$ cat src/rtl/byte_to_word_packer_pkg.sv
// Shared constants and helpers for the byte-to-word packer.
//   BYTE_W      : width of one input byte lane
//   DEF_NBYTES  : default number of bytes per output word
//   DEF_CNT_W   : default width of the valid-byte count
//   cnt_width   : width needed to hold a count of 0..nbytes
//   lane_index  : maps a fill position to a byte lane, honouring the byte order
package packer_pkg;

    localparam int BYTE_W     = 8;
    localparam int DEF_NBYTES = 4;
    localparam int DEF_CNT_W  = $clog2(DEF_NBYTES + 1);

    function automatic int cnt_width(input int nbytes);
        return $clog2(nbytes + 1);
    endfunction

    // The first byte goes to lane 0 when LSB-first, otherwise to the top lane.
    function automatic int lane_index(input int idx, input int nbytes, input bit lsb_first);
        if (lsb_first) begin
            return idx;
        end else begin
            return nbytes - 1 - idx;
        end
    endfunction

endpackage

$ cat src/rtl/byte_to_word_packer_if.sv
// Byte-in / word-out handshake bundle of the packer.
//   in_valid, in_byte, in_last, in_ready : byte-wide source handshake
//   out_valid, out_ready, out_word, out_cnt : word-wide sink handshake
// Modports:
//   master : the environment (byte source and word consumer)
//   slave  : the packer itself
interface byte_to_word_packer_if
    import packer_pkg::*;
#(
    parameter int NBYTES = DEF_NBYTES
);

    localparam int WORD_W = BYTE_W * NBYTES;
    localparam int CNT_W  = $clog2(NBYTES + 1);

    logic              in_valid;
    logic [BYTE_W-1:0] in_byte;
    logic              in_last;
    logic              in_ready;
    logic              out_valid;
    logic              out_ready;
    logic [WORD_W-1:0] out_word;
    logic [CNT_W-1:0]  out_cnt;

    modport master (
        output in_valid, in_byte, in_last, out_ready,
        input  in_ready, out_valid, out_word, out_cnt
    );

    modport slave (
        input  in_valid, in_byte, in_last, out_ready,
        output in_ready, out_valid, out_word, out_cnt
    );

endinterface

$ cat src/rtl/byte_to_word_packer.sv
// Packs a byte stream into NBYTES-wide words with a registered valid/ready
// output. A byte flagged in_last closes the word early; the unfilled lanes
// read zero and out_cnt reports how many bytes are valid.
// Ports:
//   clk   : rising-edge clock
//   rst_n : asynchronous active-low reset, discards partial and held words
//   bus   : slave side of byte_to_word_packer_if (byte in, word out)
module byte_to_word_packer
    import packer_pkg::*;
#(
    parameter int NBYTES    = DEF_NBYTES,
    parameter bit LSB_FIRST = 1'b1
) (
    input  logic                  clk,
    input  logic                  rst_n,
    byte_to_word_packer_if.slave  bus
);

    localparam int WORD_W = BYTE_W * NBYTES;
    localparam int CNT_W  = cnt_width(NBYTES);
    localparam int IDX_W  = (NBYTES > 1) ? $clog2(NBYTES) : 1;
    localparam logic [IDX_W-1:0] IDX_MAX = IDX_W'(NBYTES - 1);

    // COLLECT: assembling; PENDING: a complete word waits for the output slot.
    typedef enum logic {
        COLLECT = 1'b0,
        PENDING = 1'b1
    } state_t;

    state_t            state_r;
    state_t            state_nxt_s;
    logic [WORD_W-1:0] asm_word_r;
    logic [WORD_W-1:0] asm_word_nxt_s;
    logic [IDX_W-1:0]  idx_r;
    logic [CNT_W-1:0]  asm_cnt_r;
    logic              out_valid_r;
    logic [WORD_W-1:0] out_word_r;
    logic [CNT_W-1:0]  out_cnt_r;

    logic              full_s;
    logic              out_free_s;
    logic              in_ready_s;
    logic              accept_s;
    logic              close_s;
    logic              move_s;
    logic [IDX_W-1:0]  lane_s;

    assign full_s     = (state_r == PENDING);
    assign out_free_s = !out_valid_r || bus.out_ready;
    // A pending word only blocks input while it cannot leave this cycle.
    assign in_ready_s = !full_s || out_free_s;
    assign accept_s   = bus.in_valid && in_ready_s;
    assign close_s    = accept_s && ((idx_r == IDX_MAX) || bus.in_last);
    assign move_s     = full_s && out_free_s;
    assign lane_s     = IDX_W'(lane_index(int'(idx_r), NBYTES, LSB_FIRST));

    assign bus.in_ready  = in_ready_s;
    assign bus.out_valid = out_valid_r;
    assign bus.out_word  = out_word_r;
    assign bus.out_cnt   = out_cnt_r;

    // State register.
    always_ff @(posedge clk or negedge rst_n) begin
        if (!rst_n) begin
            state_r <= COLLECT;
        end else begin
            state_r <= state_nxt_s;
        end
    end

    // Next-state: stay PENDING when a new word closes in the same cycle the old one leaves.
    always_comb begin
        state_nxt_s = state_r;
        case (state_r)
            COLLECT: begin
                if (close_s) begin
                    state_nxt_s = PENDING;
                end else begin
                    state_nxt_s = COLLECT;
                end
            end
            PENDING: begin
                if (move_s && !close_s) begin
                    state_nxt_s = COLLECT;
                end else begin
                    state_nxt_s = PENDING;
                end
            end
            default: begin
                state_nxt_s = COLLECT;
            end
        endcase
    end

    // Next assembly word: cleared on move, then the accepted byte lands in its lane.
    always_comb begin
        asm_word_nxt_s = asm_word_r;
        if (move_s) begin
            asm_word_nxt_s = {WORD_W{1'b0}};
        end else begin
            asm_word_nxt_s = asm_word_r;
        end
        if (accept_s) begin
            asm_word_nxt_s[lane_s*BYTE_W +: BYTE_W] = bus.in_byte;
        end else begin
            asm_word_nxt_s[lane_s*BYTE_W +: BYTE_W] = asm_word_nxt_s[lane_s*BYTE_W +: BYTE_W];
        end
    end

    // Assembly register, fill index and held byte count.
    always_ff @(posedge clk or negedge rst_n) begin
        if (!rst_n) begin
            asm_word_r <= {WORD_W{1'b0}};
            idx_r      <= {IDX_W{1'b0}};
            asm_cnt_r  <= {CNT_W{1'b0}};
        end else begin
            asm_word_r <= asm_word_nxt_s;
            if (accept_s) begin
                if (close_s) begin
                    idx_r     <= {IDX_W{1'b0}};
                    asm_cnt_r <= CNT_W'(idx_r) + CNT_W'(1);
                end else begin
                    idx_r <= idx_r + IDX_W'(1);
                end
            end
        end
    end

    // Output slot: load on move, otherwise drop valid/count once the word is taken.
    always_ff @(posedge clk or negedge rst_n) begin
        if (!rst_n) begin
            out_valid_r <= 1'b0;
            out_word_r  <= {WORD_W{1'b0}};
            out_cnt_r   <= {CNT_W{1'b0}};
        end else if (move_s) begin
            out_valid_r <= 1'b1;
            out_word_r  <= asm_word_r;
            out_cnt_r   <= asm_cnt_r;
        end else if (out_valid_r && bus.out_ready) begin
            out_valid_r <= 1'b0;
            out_cnt_r   <= {CNT_W{1'b0}};
        end
    end

endmodule
$ cat src/flat_wrapper.sv
// flat-port wrapper written by rule: the top's interface ports become plain ports
module byte_to_word_packer_flat import packer_pkg::*;
#(
    parameter int NBYTES    = DEF_NBYTES,
    parameter bit LSB_FIRST = 1'b1
)
  (clk, rst_n, bus_in_valid, bus_in_byte, bus_in_last, bus_out_ready, bus_in_ready, bus_out_valid, bus_out_word, bus_out_cnt);
  byte_to_word_packer_if #(.NBYTES(NBYTES)) bus_i ();
  input  logic clk;
  input  logic rst_n;
  input wire logic [$bits(bus_i.in_valid)-1:0] bus_in_valid;
  input wire logic [$bits(bus_i.in_byte)-1:0] bus_in_byte;
  input wire logic [$bits(bus_i.in_last)-1:0] bus_in_last;
  input wire logic [$bits(bus_i.out_ready)-1:0] bus_out_ready;
  output wire logic [$bits(bus_i.in_ready)-1:0] bus_in_ready;
  output wire logic [$bits(bus_i.out_valid)-1:0] bus_out_valid;
  output wire logic [$bits(bus_i.out_word)-1:0] bus_out_word;
  output wire logic [$bits(bus_i.out_cnt)-1:0] bus_out_cnt;
  assign bus_i.in_valid = bus_in_valid;
  assign bus_i.in_byte = bus_in_byte;
  assign bus_i.in_last = bus_in_last;
  assign bus_i.out_ready = bus_out_ready;
  assign bus_in_ready = bus_i.in_ready;
  assign bus_out_valid = bus_i.out_valid;
  assign bus_out_word = bus_i.out_word;
  assign bus_out_cnt = bus_i.out_cnt;
  byte_to_word_packer #(.NBYTES(NBYTES), .LSB_FIRST(LSB_FIRST)) u_core (.clk(clk), .rst_n(rst_n), .bus(bus_i));
endmodule
$ cat config.mk
export PLATFORM = sky130hd
export DESIGN_NAME = byte_to_word_packer_flat
export DESIGN_NICKNAME = d
export VERILOG_FILES = /design/src/rtl/byte_to_word_packer_pkg.sv /design/src/rtl/byte_to_word_packer_if.sv /design/src/rtl/byte_to_word_packer.sv /design/src/flat_wrapper.sv
export SDC_FILE = /design/constraint.sdc
export NUM_CORES = 1
export LEC_CHECK = 0
export ABC_AREA = 1
export CORE_MARGIN = 2
export CORE_UTILIZATION = 55
export CTS_CLUSTER_SIZE = 12
export DETAILED_ROUTE_END_ITERATION = 8
export PLACE_DENSITY_LB_ADDON = 0.25
export SLEW_MARGIN = 20
export SYNTH_ARGS = -nofsm -noshare
export SYNTH_HDL_FRONTEND = slang
export SYNTH_SLANG_ARGS = --single-unit
$ cat constraint.sdc
create_clock -name clk -period 4.8 [get_ports clk]
set_input_delay 0.72 -clock clk [delete_from_list [all_inputs] [get_ports clk]]
set_output_delay 0.72 -clock clk [all_outputs]
set_load 0.02 [all_outputs]
==> results by group, run 1 <==
Outcome
  • Outcome: complete, no violations

Clock network
  • CTS root buf: clkbuf_8
  • Post-CTS setup buffers: 0
  • Clock Path Buffers: 2
  • H-Tree Level Count: 3
  • CTS tree: built
  • Resized cells post-CTS: 0
  • Clock latency on the worst-skew pair: 360 ps
  • CTS Hold Bufs: 0
  • Clock Sinks: 74
  • Num CTS Buffers: 9
  • CTS clk-pin slew, worst paths: 70 ps

Floorplanning
  • Io pins: 50
  • Initial Util: 0.574
  • Core Region: roughly 6800 um2
  • Die footprint: about 7800 um2
  • Die Width: just under 90 um
  • Vert. Die Dim: ~88 um
  • Standard-cell row count: 30

Timing
  • Max Transition Viols Final: 0
  • RSZ-0062 raised after global routing: false
  • Achievable Freq: between 300 and 400 MHz
  • Clk_skew: around 4.3 ps
  • Final period utilization: 0.636
  • Final Hold Vio Count: 0
  • Relative slew slack: 0.293
  • Tmin final: ~3100 ps
  • Setup TNS: 0 ps
  • Slew @ Worst Pin: about 1100 ps
  • Setup violations, final: 0

GRT
  • First-pass GRT wire length: between 15000 and 20000 um
  • Largest net degree at the start of global routing: a little over 100
  • Total grt overflow: 0
  • Initial antenna violation count: 0
  • GRT Total Usage: 0.268
  • Vias in the first global route: ~3200

Logic synthesis
  • #FFs+latches synth: between 70 and 80
  • Largest family of logic cells by synthesized area: simple AND/OR/NAND/NOR gates
  • Xor/xnor cell area share of the yosys netlist: 0
  • Mapped Area: slightly below 4000 um2
  • Adder and majority gate portion of the synthesized area: 0.0191
  • YS warnings: 0
  • Synthesized instance count: approximately 460
  • Syn avg cell area: roughly 8.6 um2
  • Synth Area in Simple Gates: 0.277
  • Distinct cells, synth: 28
  • Post-synthesis sequential area ratio: 0.472
  • Syn_nets: between 400 and 500
  • Compound-Gate Fraction of Synth Area: 0.0772
  • Mux contribution to synthesized area: 0.0918

Final layout
  • Final Util: 0.674
  • Ratio of cells with drive above 1 in the final layout: 0.127
  • Diode count: 0
  • Area delta synth->final: 17.3%
  • Layout net count: around 510
  • Final cell count without fillers: between 500 and 600

Setup path
  • Worst path bufs/invs: 1
  • CP Launch Type: register
  • Worst EP required: just over 5000 ps
  • Crit-path max FO: 17
  • Critical path's largest stage delay: between 700 and 800 ps
  • Worst Setup Path Type: reg2reg
  • Ordered list of cells on the worst path: inv_1 > ha_1 > nor3_1 > o21ai_0 > nor2_1 > nand2_1 > nand2_1
  • Most used cell, CP: nand2_1
  • CP top delay family: simple AND/OR/NAND/NOR gates
  • Worst EP arrival: roughly 3300 ps
  • Critical path's slowest cell: dfrtp_1
  • Crit. End Element: register

Placed design
  • Post-DP HPWL: 6350 um
  • IO buf count: 49
  • Cells after DPL: a little under 600
  • Routability cong.: 0.919

Detailed routing
  • ANT nets after route: 0
  • Initial DRT Pass Iterations: 7
  • Vias/cell: around 5.9
  • Via count: around 3500
  • Initial drt markers: ~400
  • Drt drc: 0
  • Wirelength per Cell: 16.5 um
  • Final wirelength: 9780 um

Pwr
  • Flop pwr share: 0.336
  • Leakage power: approximately 0.0023 uW
  • Internal power: 1630 uW
  • Combinational power share: 0.478
  • Max IR drop VDD: approximately 0.27 mV
  • PD cells: roughly 630 nW/um2
  • Clock power share: 0.186
  • P_sw: 1260 uW
  • Sw frac: 0.435

Min path
  • Hold/Removal Path Class: in2async

Job
  • Max Cap Viol: 0
## routing by layer
layer	up-vias	track usage	wire length, um
li1	1616	-	-
met1	1651	0.352	3990
met2	177	0.436	4720
met3	32	0.0588	759
met4	0	0.106	310
met5	-	0	0
## layout make-up
type / instances / area [um2]
clock buffer: 11 / 141
clock inverter: 5 / 77.6
fill: 587 / 2230
inverter: 21 / 78.8
multi-input combinational: 335 / 1830
sequential: 74 / 1850
tap: 96 / 120
timing repair buffer: 52 / 508
## stage by stage
step	hold WS (ps)	setup slack [ps]	power, uW	instance area [um2]
finish	448	1750	2890	4600
global route	519	1520	3080	4600
CTS	478	1860	2880	4600
detailed placement	474	1890	2340	4380
global placement	464	1860	2310	4380
floorplan	424	2780	1900	3920
## sequential cells by signal, summed over array words and instances (netlist names)
| name | flops |
|---|---|
| u_core.asm_cnt_r | 3 |
| u_core.asm_word_r | 32 |
| u_core.bus.out_cnt | 3 |
| u_core.bus.out_valid | 1 |
| u_core.bus.out_word | 32 |
| u_core.full_s | 1 |
| u_core.idx_r | 2 |
## cells in the mapped netlist
cell type	number	area, um2
ha_1	6	75.1
nand2_4	1	11.3
nor2_1	15	56.3
buf_1	1	3.75
buf_4	5	37.5
o21ai_0	15	75.1
inv_1	16	60.1
dfrtp_1	74	1850
inv_2	4	15.0
buf_2	8	40.0
nor2_2	3	18.8
nand3_2	1	10.0
nand2_1	132	495
nor3_4	1	16.3
nand3_1	91	455
nand2_2	1	6.26
a21oi_1	11	55.1
a31oi_1	9	56.3
clkinv_1	1	3.75
clkbuf_1	8	30.0
buf_6	5	56.3
mux2_2	32	360
o22ai_1	1	6.26
o21ai_1	1	5.00
o22a_1	12	105
nor4_1	1	6.26
nor3_1	1	5.00
or2_2	1	6.26
## path summary, 6_finish.rpt
path                                     startpoint                     to  slack [ps]  depth (start not counted)
worst max-delay path                u_core.idx_r[1]   u_core.asm_word_r[6]        1750                          7
worst min-delay path                          rst_n   u_core.asm_word_r[2]         450                          1
worst max register to register      u_core.idx_r[1]   u_core.asm_word_r[6]        1750                          7
worst min register to register  u_core.asm_cnt_r[0]    u_core.asm_cnt_r[0]         490                          2
max in group asynchronous                     rst_n  u_core.asm_word_r[20]        3350                          2
min in group clk                u_core.asm_cnt_r[0]    u_core.asm_cnt_r[0]         490                          2
## cell usage in the layout, fill, tap and decap left out, types with 2 or more instances in the layout
cell,instances
inv_2,4
clkinv_2,2
nor2_2,3
dfrtp_1,74
ha_1,6
a21oi_1,11
clkbuf_8,10
inv_1,16
nor2_1,15
buf_4,3
clkdlybuf4s50_1,48
bufinv_16,2
mux2_2,32
nand2_1,132
a31oi_1,9
nand3_1,91
o22a_1,12
o21ai_0,15
## cell families after synthesis
kind of cell	after synthesis
AND/OR/NAND/NOR	248
adder cells (fa/ha/maj)	6
multiplexers	32
flip-flops	74
AO/OA/AOI/OAI	49
buffers and inverters	48
## power groups by stage
stage,clock (uW),sequential (uW),combinational [uW]
finish,537,972,1380
global route,575,994,1510
CTS,544,970,1370
detailed placement,0,981,1360
global placement,0,972,1340
floorplan,0,1060,846
Note: power is estimated with default switching activity, not from simulation.
==> inputs of run 2 (changes only) <==
- clock period: 4.8 -> 3.1 ns (I/O delays scaled with it)
==> run 2 against run 1 <==
Net effect: clock skew increased by 5.6 ps; worst setup slack got worse by 870 ps; via count rose by 0.69%; count of clock-buffer cells in the layout decreased by 1; highest routed layer unchanged; largest power group unchanged; sequential power grew 50%.
==> results by group, run 2 (synthesized netlist as in run 1, its figures left out) <==
Outcome
  • Outcome: complete, no violations

Placed design
  • Routability cong.: 0.932 (+1.4%)
  • Placement Cell Area: 4490 um2 (+2.5%)
  • Post-DP HPWL: 6310 um (-0.59%)
  • IO buf count: 49 (unchanged)

Timing
  • Final Hold Vio Count: 0 (unchanged)
  • Setup TNS: 0 ps (unchanged)
  • Relative slew slack: 0.480 (+0.187)
  • Clk_skew: 9.97 ps (+5.63 ps)
  • Final period utilization: 0.718 (+0.0820)
  • Max Transition Viols Final: 0 (unchanged)
  • Tmin final: 2230 ps (-828 ps)
  • RSZ-0062 raised after global routing: false
  • Setup violations, final: 0 (unchanged)
  • Slew @ Worst Pin: 781 ps (-280 ps)
  • Achievable Freq: 449 MHz (+37%)

Floorplanning
  • Io pins: 50 (unchanged)
  • Standard-cell row count: 30 (unchanged)
  • Initial Util: 0.574 (unchanged)
  • Die Width: 88.5 um (unchanged)
  • Core Region: 6830 um2 (unchanged)
  • Vert. Die Dim: 88.5 um (unchanged)
  • Die footprint: 7830 um2 (unchanged)

Setup path
  • Reg2reg setup slack: 870 ps (-870 ps)
  • Crit-path max FO: 20 (+3)
  • Worst Setup Path Type: reg2reg
  • Ordered list of cells on the worst path: inv_2 > ha_1 > clkinv_1 > nor2_1 > o21ai_0 > inv_1 > nand2_1 > nand2_1
  • Worst path bufs/invs: 3 (+2)
  • Critical path's slowest cell: ha_1
  • Worst r2r src: u_core.idx_r[0]
  • CP top delay family: buffers and inverters
  • Worst EP required: 3390 ps (-1700 ps)
  • Critical path's largest stage delay: 400 ps (-370 ps)
  • Worst EP arrival: 2520 ps (-820 ps)
  • RR Endpoint: u_core.asm_word_r[21]
  • Crit. End Element: register
  • CP Launch Type: register
  • Worst reg-to-reg path cell count: 8 (+1)
  • Most used cell, CP: nand2_1

Pwr
  • Total Power: 4490 uW (+55%)
  • PD cells: 958 nW/um2 (+53%)
  • Leakage power: 0.00235 uW (+2.1%)
  • Max IR drop VDD: 0.486 mV (+78%)

Clock network
  • CTS root buf: clkbuf_8
  • Clock latency on the worst-skew pair: 350 ps (about the same)
  • Resized cells post-CTS: 0 (unchanged)
  • Clock Path Buffers: 2 (unchanged)
  • CTS tree: built
  • Clock Sinks: 74 (unchanged)
  • CTS Hold Bufs: 0 (unchanged)
  • Post-CTS setup buffers: 0 (unchanged)
  • Num CTS Buffers: 9 (unchanged)
  • H-Tree Level Count: 3 (unchanged)
  • CTS clk-pin slew, worst paths: 80 ps (about the same)

Final layout
  • Area delta synth->final: 19.4%
  • Ratio of cells with drive above 1 in the final layout: 0.146 (+0.0192)
  • Commonest non-fill, non-tap cell in the layout: nand2_1
  • Commonest non-fill, non-tap cells in the layout: nand2_1 (132), nand3_1 (91), dfrtp_1 (74)
  • Final instance area: 4680 um2 (+1.8%)
  • Diode count: 0 (unchanged)
  • Layout net count: 523 (+2.1%)
  • Total of fill cells in the finished design: 559 (-4.8%)
  • Final Util: 0.686 (+0.0119)

GRT
  • Largest net degree at the start of global routing: 47 (-53%)
  • First-pass GRT wire length: 15700 um (-0.53%)
  • Vias in the first global route: 3287 (+3.1%)
  • GRT Total Usage: 0.264 (-0.00419)
  • Total grt overflow: 0 (unchanged)
  • Initial antenna violation count: 0 (unchanged)

Detailed routing
  • Via count: 3500 (+0.69%)
  • Initial drt markers: 384 (-3.0%)
  • Vias/cell: 5.79 (-0.98%)
  • Initial DRT Pass Iterations: 6 (-1)
  • ANT nets after route: 0 (unchanged)
  • Final wirelength: 9570 um (-2.1%)
  • Drt drc: 0 (unchanged)
  • Wirelength per Cell: 15.8 um (-3.7%)

Min path
  • Hold/Removal Path Class: in2async

Job
  • Max Cap Viol: 0 (unchanged)
[run 2: worst max path at each step]
stage                         start               endpoint  slack [ps]  depth (start not counted)
finish              u_core.idx_r[0]  u_core.asm_word_r[21]         870                          8
global route        u_core.idx_r[0]  u_core.asm_word_r[21]         690                          8
CTS                 u_core.idx_r[0]  u_core.asm_word_r[21]         910                          8
detailed placement    bus_out_ready  u_core.asm_word_r[28]         710                         11
global placement      bus_out_ready  u_core.asm_word_r[17]         750                         11
floorplan           u_core.idx_r[0]  u_core.asm_word_r[16]        1080                         11
[run 2: power breakdown]
group | switching [uW] | leakage, uW | internal, uW
combinational | 1400 | 0.00125 | 885
clock | 353 | 0.0000941 | 386
sequential | 204 | 0.00100 | 1260
[run 2: per-layer routing]
metal / global-route usage / share of wire
met1: 0.367 / 0.40
met2: 0.425 / 0.49
met3: 0.0354 / 0.094
met4: 0.103 / 0.018
met5: 0 / 0
[run 2: stage by stage]
step           setup WS (ps)  std cells  hold WS, ps
2_1_floorplan           1080        457          169
3_3_place_gp             750        589          470
3_5_place_dp             713        589          477
4_1_cts                  906        604          219
5_1_grt                  686        604          267
6_report                 873        604          193
[run 2: area by class of cell]
| cell class | count | area, um2 | share of cell area |
|---|---|---|---|
| clock buffer | 10 | 138 | 0.0294 |
| clock inverter | 5 | 55.1 | 0.0118 |
| inverter | 21 | 78.8 | 0.0168 |
| multi-input combinational | 335 | 1830 | 0.390 |
| sequential | 74 | 1850 | 0.395 |
| tap | 96 | 120 | 0.0256 |
| timing repair buffer | 63 | 616 | 0.131 |
[run 2: worst register-to-register path: stages (launching register included)]
cell      delay [ps]
dfrtp_1          390
inv_2            300
ha_1             400
clkinv_1         380
nor2_1           390
o21ai_0          150
inv_1             70
nand2_1           50
nand2_1           50
==> inputs of run 3 (changes only) <==
- CORE_UTILIZATION: 55 -> 50
- clock period: 3.1 -> 1.8 ns (I/O delays scaled with it)
==> run 3 against run 2 <==
Net effect: worst hold slack improved by 280 ps; total power increased by 84%; global-route usage is 0.23 points lower; combinational power rose by 93%.
==> results by group, run 3 (synthesized netlist as in run 1, its figures left out) <==
Outcome
  • Outcome: complete, no violations

Final layout
  • Commonest non-fill, non-tap cell in the layout: nand2_1
  • Layout net count: 555 (+6.1%)
  • Commonest non-fill, non-tap cells in the layout: nand2_1 (132), nand3_1 (91), dfrtp_1 (73)
  • Diode count: 0 (unchanged)
  • Final instance area: 5010 um2 (+6.9%)
  • Total of fill cells in the finished design: 657 (+18%)
  • Ratio of cells with drive above 1 in the final layout: 0.204 (+0.0580)
  • Area delta synth->final: 27.6%

Setup path
  • Worst EP arrival: 1430 ps (-1090 ps)
  • Crit-path max FO: 5 (-75%)
  • Worst reg-to-reg path cell count: 8 (unchanged)
  • Critical path depth: 1 (-7)
  • Crit. End Element: output pin
  • Worst r2r src: u_core.idx_r[0]
  • Worst path bufs/invs: 1 (-2)
  • Critical path's slowest cell: clkdlybuf4s50_1
  • Worst EP required: 1530 ps (-1860 ps)
  • Critical path's largest stage delay: 630 ps (+230 ps)
  • RR Endpoint: u_core.asm_word_r[5]
  • CP top delay family: buffers and inverters
  • Worst Setup Path Type: reg2out
  • CP Launch Type: register
  • Reg2reg setup slack: 130 ps (-740 ps)
  • Ordered list of cells on the worst path: clkdlybuf4s50_1

Timing
  • Min Hold Slack: 478 ps (+284 ps)
  • Clk_skew: 7.17 ps (-2.79 ps)
  • Slew @ Worst Pin: 386 ps (-395 ps)
  • Achievable Freq: 590 MHz
  • Max Transition Viols Final: 0 (unchanged)
  • Setup violations, final: 0 (unchanged)
  • Tmin final: ~1700 ps
  • Final Hold Vio Count: 0 (unchanged)
  • Relative slew slack: 0.743 (+0.263)
  • RSZ-0062 raised after global routing: false
  • Final period utilization: 0.942

Placed design
  • Placement Cell Area: 4800 um2 (+6.8%)
  • Routability cong.: 0.891 (-4.4%)
  • IO buf count: 49 (unchanged)
  • Post-DP HPWL: 7310 um (+16%)

Detailed routing
  • Via count: 3615 (+3.3%)
  • ANT nets after route: 0 (unchanged)
  • Top Layer Used: met4
  • Wirelength per Cell: 16.5 um (+4.1%)
  • Initial drt markers: 233 (-39%)
  • Met1 wire length: 4490 um (+18%)
  • Initial DRT Pass Iterations: 7 (+1)
  • Met2 WL post-DR: 5030 um (+7.1%)
  • Vias/cell: 5.63 (-2.8%)
  • Drt drc: 0 (unchanged)
  • Final wirelength: 10600 um (+11%)
  • Wire length on met3: 749 um (-16%)

Min path
  • Hold/Removal Path Class: in2async

Floorplanning
  • Vert. Die Dim: 92.6 um (+4.7%)
  • Standard-cell row count: 32 (+6.7%)
  • Die footprint: 8570 um2 (+9.5%)
  • Initial Util: 0.513 (-0.0613)
  • Die Width: 92.6 um (+4.7%)
  • Core Region: 7650 um2 (+12%)
  • Io pins: 50 (unchanged)

Clock network
  • CTS tree: built
  • Num CTS Buffers: 9 (unchanged)
  • Clock Path Buffers: 2 (unchanged)
  • Post-CTS setup buffers: 0 (unchanged)
  • CTS root buf: clkbuf_8
  • Clock Sinks: 74 (unchanged)
  • Clock latency on the worst-skew pair: 360 ps (about the same)
  • H-Tree Level Count: 3 (unchanged)
  • CTS clk-pin slew, worst paths: 80 ps (about the same)

Pwr
  • Leakage power: 0.00252 uW (+7.2%)
  • Max IR drop VDD: 0.722 mV (+49%)
  • PD cells: 1650 nW/um2 (+72%)

GRT
  • GRT Total Usage: 0.262 (-0.00229)
  • Total grt overflow: 0 (unchanged)
  • Initial antenna violation count: 0 (unchanged)
  • First-pass GRT wire length: 17300 um (+9.8%)
  • Vias in the first global route: 3488 (+6.1%)
  • Largest net degree at the start of global routing: 75 (+60%)

Job
  • Max Cap Viol: 0 (unchanged)
run 3: repair_timing:
item                                   CTS  global route
endpoints found under the hold margin   74             0
gates resized for setup                  1             4
setup endpoints to repair                1            11
hold buffers                             1             0
run 3: metal layers:
layer,vias to the layer above,GRT usage
met2,169,0.409
met4,0,0.133
met5,-,0
met1,1714,0.351
met3,27,0.0464
li1,1705,-
run 3: worst min-delay path, delay by kind of cell:
family / cells / cell delay [ps]
buffers and inverters: 3 / 980
run 3: metrics by stage:
step | setup slack [ps] | power, uW | setup TNS, ps | util | std cells
after detailed placement | -9.38 | 6880 | -13.1 | 0.627 | 626
final | 104 | 8240 | 0 | 0.655 | 642
after CTS | 84.0 | 8190 | 0 | 0.654 | 642
after global routing | 24.5 | 8770 | 0 | 0.655 | 642
after global placement | 13.5 | 6800 | 0 | 0.627 | 626
after floorplan | -60.3 | 5200 | -402 | - | 457
run 3: area by class of cell:
type / instances / area, um2 / area share
Sequential cell: 74 / 1850 / 0.370
Multi-Input combinational cell: 335 / 1850 / 0.370
Inverter: 21 / 83.8 / 0.0167
Tap cell: 102 / 128 / 0.0255
Clock inverter: 5 / 55.1 / 0.0110
Clock buffer: 10 / 138 / 0.0275
Timing Repair Buffer: 95 / 898 / 0.179
run 3: how the worst max path moves through the flow:
stage                    startpoint                      to  slack [ps]
2_1_floorplan       u_core.idx_r[0]   u_core.asm_word_r[21]         -60
3_3_place_gp          bus_out_ready            bus_in_ready          10
3_5_place_dp          bus_out_ready  u_core.bus.out_word[7]          -9
4_1_cts        u_core.bus.out_valid           bus_out_valid          80
5_1_grt             u_core.idx_r[0]   u_core.asm_word_r[12]          20
6_report       u_core.bus.out_valid           bus_out_valid         100
run 3: report_power, final:
group | switching (uW) | internal, uW
clock | 627 | 665
sequential | 383 | 2170
combinational | 2550 | 1840
